$ cat src/rtl/key_geom_pkg.sv
// Shared key geometry for the piano display: note offsets, black-key map,
// key widths and the locator state type. Also used by the renderer.
package key_geom_pkg;

  typedef enum logic [1:0] {IDLE, DIV, DONE} state_t;

  localparam int NOTES     = 12;
  localparam int WHITE_W   = 22;
  localparam int BLACK_W   = 12;
  localparam int OFFSCREEN = 640;

  localparam logic [7:0] NOTE_OFS [NOTES] = '{
    8'd0, 8'd17, 8'd23, 8'd40, 8'd46, 8'd69,
    8'd85, 8'd92, 8'd109, 8'd115, 8'd132, 8'd137
  };

  localparam logic NOTE_BLACK [NOTES] = '{
    1'b0, 1'b1, 1'b0, 1'b1, 1'b0, 1'b0,
    1'b1, 1'b0, 1'b1, 1'b0, 1'b1, 1'b0
  };

  function automatic logic [4:0] key_width(input logic black);
    return black ? 5'(BLACK_W) : 5'(WHITE_W);
  endfunction

endpackage

$ cat src/rtl/note_geom_lut.sv
// Combinational note-in-octave lookup: remainder -> x offset, black flag, width.
module note_geom_lut
  import key_geom_pkg::*;
(
  input  logic [3:0] rem,
  output logic [7:0] ofs,
  output logic       black,
  output logic [4:0] width
);

  // Table lookup; out-of-table indices map to a white key at offset 0
  always_comb begin
    ofs   = '0;
    black = 1'b0;
    if (rem < 4'(NOTES)) begin
      ofs   = NOTE_OFS[rem];
      black = NOTE_BLACK[rem];
    end
    width = key_width(black);
  end

endmodule

$ cat src/rtl/pitch_key_locator.sv
// Pitch-to-key mapper: accepts a transposed pitch, splits it into octave and
// note with an iterative subtract-12 divider and returns key geometry.
module pitch_key_locator
  import key_geom_pkg::*;
#(
  parameter int NUM_OCT   = 4,
  parameter int PITCH_W   = 6,
  parameter int TR_W      = 5,
  parameter int POS_W     = 10,
  parameter int X0        = 1,
  parameter int OCT_PITCH = 160
) (
  input  logic               clk,
  input  logic               rst,
  input  logic               in_valid,
  output logic               in_ready,
  input  logic [PITCH_W-1:0] in_pitch,
  input  logic [TR_W-1:0]    in_trans,
  output logic               out_valid,
  input  logic               out_ready,
  output logic [POS_W-1:0]   out_pos,
  output logic               out_black,
  output logic [4:0]         out_width,
  output logic               out_oor,
  output logic [2:0]         out_oct
);

  localparam int EW    = PITCH_W + 2;
  localparam int LEGAL = 12 * NUM_OCT;

  state_t               state, next;
  logic signed [EW-1:0] eff;
  logic                 eff_oor;
  logic [EW-1:0]        rem;
  logic [2:0]           oct_cnt;
  logic [7:0]           lut_ofs;
  logic                 lut_black;
  logic [4:0]           lut_width;

  note_geom_lut u_lut (
    .rem   (rem[3:0]),
    .ofs   (lut_ofs),
    .black (lut_black),
    .width (lut_width)
  );

  // Effective pitch and range test on the incoming request
  always_comb begin
    eff     = $signed({2'b00, in_pitch}) + EW'($signed(in_trans));
    eff_oor = eff[EW-1] || (int'(eff) >= LEGAL);
  end

  // State register
  always_ff @(posedge clk) begin
    if (rst) state <= IDLE;
    else     state <= next;
  end

  // Next-state logic
  always_comb begin
    next = state;
    case (state)
      IDLE:    if (in_valid) next = eff_oor ? DONE : DIV;
      DIV:     if (rem < EW'(12)) next = DONE;
      DONE:    if (out_ready) next = IDLE;
      default: next = IDLE;
    endcase
  end

  // Handshake outputs decoded from state
  always_comb begin
    in_ready  = (state == IDLE);
    out_valid = (state == DONE);
  end

  // Divider and result registers; results only load on the way into DONE
  always_ff @(posedge clk) begin
    if (rst) begin
      rem       <= '0;
      oct_cnt   <= '0;
      out_pos   <= POS_W'(OFFSCREEN);
      out_black <= 1'b0;
      out_width <= 5'(WHITE_W);
      out_oor   <= 1'b0;
      out_oct   <= '0;
    end else begin
      case (state)
        IDLE: begin
          if (in_valid) begin
            if (eff_oor) begin
              out_pos   <= POS_W'(OFFSCREEN);
              out_black <= 1'b0;
              out_width <= 5'(WHITE_W);
              out_oor   <= 1'b1;
              out_oct   <= '0;
            end else begin
              rem     <= eff;
              oct_cnt <= '0;
            end
          end
        end
        DIV: begin
          if (rem >= EW'(12)) begin
            rem     <= rem - EW'(12);
            oct_cnt <= oct_cnt + 3'd1;
          end else begin
            out_pos   <= POS_W'(X0 + int'(oct_cnt) * OCT_PITCH + int'(lut_ofs));
            out_black <= lut_black;
            out_width <= lut_width;
            out_oor   <= 1'b0;
            out_oct   <= oct_cnt;
          end
        end
        default: ;
      endcase
    end
  end

endmodule

$ cat config.mk
export PLATFORM = sky130hd
export DESIGN_NAME = pitch_key_locator
export DESIGN_NICKNAME = d
export VERILOG_FILES = /design/src/rtl/key_geom_pkg.sv /design/src/rtl/note_geom_lut.sv /design/src/rtl/pitch_key_locator.sv
export SDC_FILE = /design/constraint.sdc
export NUM_CORES = 1
export LEC_CHECK = 0
export ABC_AREA = 1
export CAP_MARGIN = 20
export CORE_ASPECT_RATIO = 1.2
export CORE_MARGIN = 2
export CORE_UTILIZATION = 45
export CTS_BUF_LIST = sky130_fd_sc_hd__clkbuf_16
export DETAILED_ROUTE_END_ITERATION = 7
export DONT_BUFFER_PORTS = 1
export GPL_ROUTABILITY_DRIVEN = 0
export PLACE_DENSITY = 0.62
export SLEW_MARGIN = 10
export SYNTH_ARGS = -nofsm -noshare
export SYNTH_HDL_FRONTEND = slang
export SYNTH_SLANG_ARGS = --single-unit
$ cat constraint.sdc
create_clock -name clk -period 2.24 [get_ports clk]
set_input_delay 0.56 -clock clk [delete_from_list [all_inputs] [get_ports clk]]
set_output_delay 0.56 -clock clk [all_outputs]
set_load 0.05 [all_outputs]
==> metrics.md <==
| Metric | Value |
|---|---|
| Status | complete, no violations |
| Hold Slack | 0.340 ns |
| Setup bufs post-CTS | 0 |
| #FFs+latches synth | 29 |
| Via-to-Cell Ratio | 5.08 |
| Worst Setup Path Type | reg2reg |
| Vias | 2214 |
| Buffers on Ports | 0 |
| Critical Path AT | 2.16 ns |
| Die H | ~85 um |
| Fin nets | between 400 and 500 |
| Clock power frac | a little over a third |
| Worst-margin pin slew | between 0.5 and 0.6 ns |
| Mapped Avg Cell Area | roughly 6.8 um^2 |
| Power per cell area | around 760 nW/um^2 |
| Fraction of layout cells with a size suffix above 1 | a little over a quarter |
| Internal Power | 1.34 mW |
| NetSw | approximately 0.79 mW |
| Post-DP HPWL | 4210 um |
| Top post-synthesis cells by area | dfxtp_1 24%, nand2_1 15%, ha_1 10% |
| Switching share of power | a little under two fifths |
| Fin Clk Skew | between 0.003 and 0.004 ns |
| Slew Viols, Final | 0 |
| I/O pin total | 37 |
| Syn Std Cell Area | 2430 um^2 |
| RSZ-0062 raised after global routing | no |
| Peak supply drop | 0.405 mV |
| Yosys warns | 0 |
| Gate Count Post-Synth | 357 |
| Worst min-delay path class | in2reg |
| Initial core utilization | 46.2% |
| Cell variety after synth | 34 |
| Diode count | 0 |
| Area Growth Syn to Fin | 15.6% |
| Synth top area share | roughly a quarter |
| CP Launch Type | register |
| Post-CTS sizing | 0 |
| Fin crit period | 1.98 ns |
| Largest net degree at the start of global routing | 24 |
| CP max FO | 4 |
| Sum of negative setup slack | 0 ns |
| CTS root buf | clkbuf_16 |
| Clk sinks | 29 |
| Global-route usage over all layers | between 10% and 20% |
| First-pass DRT Iterations | 4 |
| Vias in the first global route | roughly 2000 |
| CTS Buf Count | 5 |
| CP Capture Type | register |
| Wire per inst | ~12 um |
| Die area | 6010 um^2 |
| CTS tree | built |
| Post-CTS Hold Fix Bufs | 0 |
| Max_cap viols | 0 |
| Syn_nets | around 390 |
| Antenna violations before repair | 0 |
| Peak Freq | 504 MHz |
| Routed Antenna Nets | 0 |
| CTS Buffer Depth | 2 |
| Row count | 29 |
| Clk pin slew, worst setup/hold paths | ~0.050 ns |
| # fillers | 506 |
| # setup viols final | 0 |
| Gr ovfl total | 0 |
| Combinational share of power | about a third |
| Req. time, crit path | approximately 2.4 ns |
| Seq pwr share | between 30% and 40% |
| 1st-iter DRT viols | 77 |
| Fin. Hold Viols | 0 |
| Cell taking the most area after synthesis | dfxtp_1 |
| Seq/Total Area, Yosys | 23.9% |
| Clock Latency Late Sink | 0.28 ns |
| Period utilization | 88.6% |
| Max_slew headroom | a little under two thirds |
| Total wire length | between 5000 and 6000 um |
| Die width | 71.1 um |
| DRC viols | 0 |
| Core area | approximately 5300 um^2 |
| H-Tree Depth | 2 |
| Static leakage | around 1.3 nW |
| First-pass GRT wire length | 8850 um |
## state kept, by name, summed over array words and instances, names as in the netlist
name       cells
out_oor        1
state          2
rem            8
out_width      2
oct_cnt        3
out_oct        3
out_pos       10
## placed cells by master, fill, tap and decap left out, types with 2 or more instances in the layout
cell type,instances
nor3_2,3
buf_4,19
or2_2,3
nand3b_1,2
o21ai_0,4
dfxtp_2,2
nor2_2,5
inv_1,37
a21oi_1,19
clkbuf_16,5
nor2_4,2
a21oi_2,11
nand2_2,14
nand4_1,6
nand3_2,14
ha_4,3
inv_2,11
xnor2_1,3
xor2_1,2
conb_1,2
ha_1,17
nor2_1,28
nand3_1,29
nand2_4,2
dfxtp_1,27
nand2_1,95
## worst max-delay path, stage by stage (launching register included)
cell and delay (ns):
dfxtp_2 0.37, buf_4 0.15, inv_1 0.08, nor2_1 0.09
nand2_1 0.08, nand3_1 0.08, a21oi_1 0.05, ha_1 0.33
nand2_1 0.07, nor2_1 0.10, nand4_1 0.17, nand3b_1 0.13
nand3_1 0.07, nand2_1 0.06, nand2_1 0.05
## synth_stat cells (all sizes together)
cell	n
xnor2	3
inv	47
xor2	2
nor3	3
buf	8
nand2	111
clkbuf	3
ha	20
nand3	44
conb	2
o21ai	5
a21oi	30
fa	1
or2	3
nand4	7
a221oi	1
nor2	35
nand3b	2
o2111ai	1
dfxtp	29
## layout make-up
type / instances / area (um^2) / share of cell area [%]
tap: 62 / 77.6 / 2.76
inverter: 47 / 176 / 6.27
sequential: 29 / 583 / 20.7
timing repair buffer: 20 / 163 / 5.78
clock inverter: 3 / 37.5 / 1.33
multi-input combinational: 270 / 1650 / 58.7
clock buffer: 5 / 125 / 4.45
## per-stage QoR
| step | power [mW] | std cells | utilization (%) | instance area (um^2) | worst slack [ns] |
|---|---|---|---|---|---|
| after global placement | 1.37 | 428 | 49.2 | 2590 | 0.0553 |
| after global routing | 2.26 | 436 | 53.5 | 2810 | 0.00246 |
| after CTS | 2.12 | 436 | 52.3 | 2750 | 0.0795 |
| after floorplan | 1.23 | 357 | - | 2430 | 0.0777 |
| after detailed placement | 1.38 | 428 | 49.2 | 2590 | 0.0192 |
| final | 2.13 | 436 | 53.5 | 2810 | 0.255 |
## power by group through the flow
stage               Sequential, mW  Clock (mW)  Combinational (mW)
floorplan                    0.671           0               0.559
CTS                          0.641       0.751               0.730
detailed placement           0.652           0               0.726
global placement             0.652           0               0.719
global route                 0.651       0.779               0.833
finish                       0.646       0.740               0.745
## logic make-up after synthesis
family	Yosys count	synth area share, %
buf+inv	58	10.8
simple gates	205	42.7
other cells	2	0.309
flops	29	23.9
compound gates	37	9.46
xor+xnor	5	1.80
fa+ha+maj	21	11.1
## per-layer routing
metal / vias to the layer above / global-route usage, % / share of wire, %
li1: 1172 / - / -
met1: 999 / 20.4 / 42
met5: - / 0 / 0
met3: 7 / 4.08 / 3.2
met4: 0 / 8.92 / 2.3
met2: 36 / 33.6 / 52
## path summary, 6_finish.rpt
path                              from                   endpoint  slack (ns)  depth (start not counted)
max                rem[2]$_SDFFE_PP0P_    out_pos[9]$_SDFFE_PP1P_        0.26                         14
max reg2reg        rem[2]$_SDFFE_PP0P_    out_pos[9]$_SDFFE_PP1P_        0.26                         14
min                                rst    out_pos[5]$_SDFFE_PP0P_        0.34                          1
min reg2reg  out_width[1]$_SDFFE_PP1P_  out_width[1]$_SDFFE_PP1P_        0.46                          2
(Power assumes the default switching activity.)
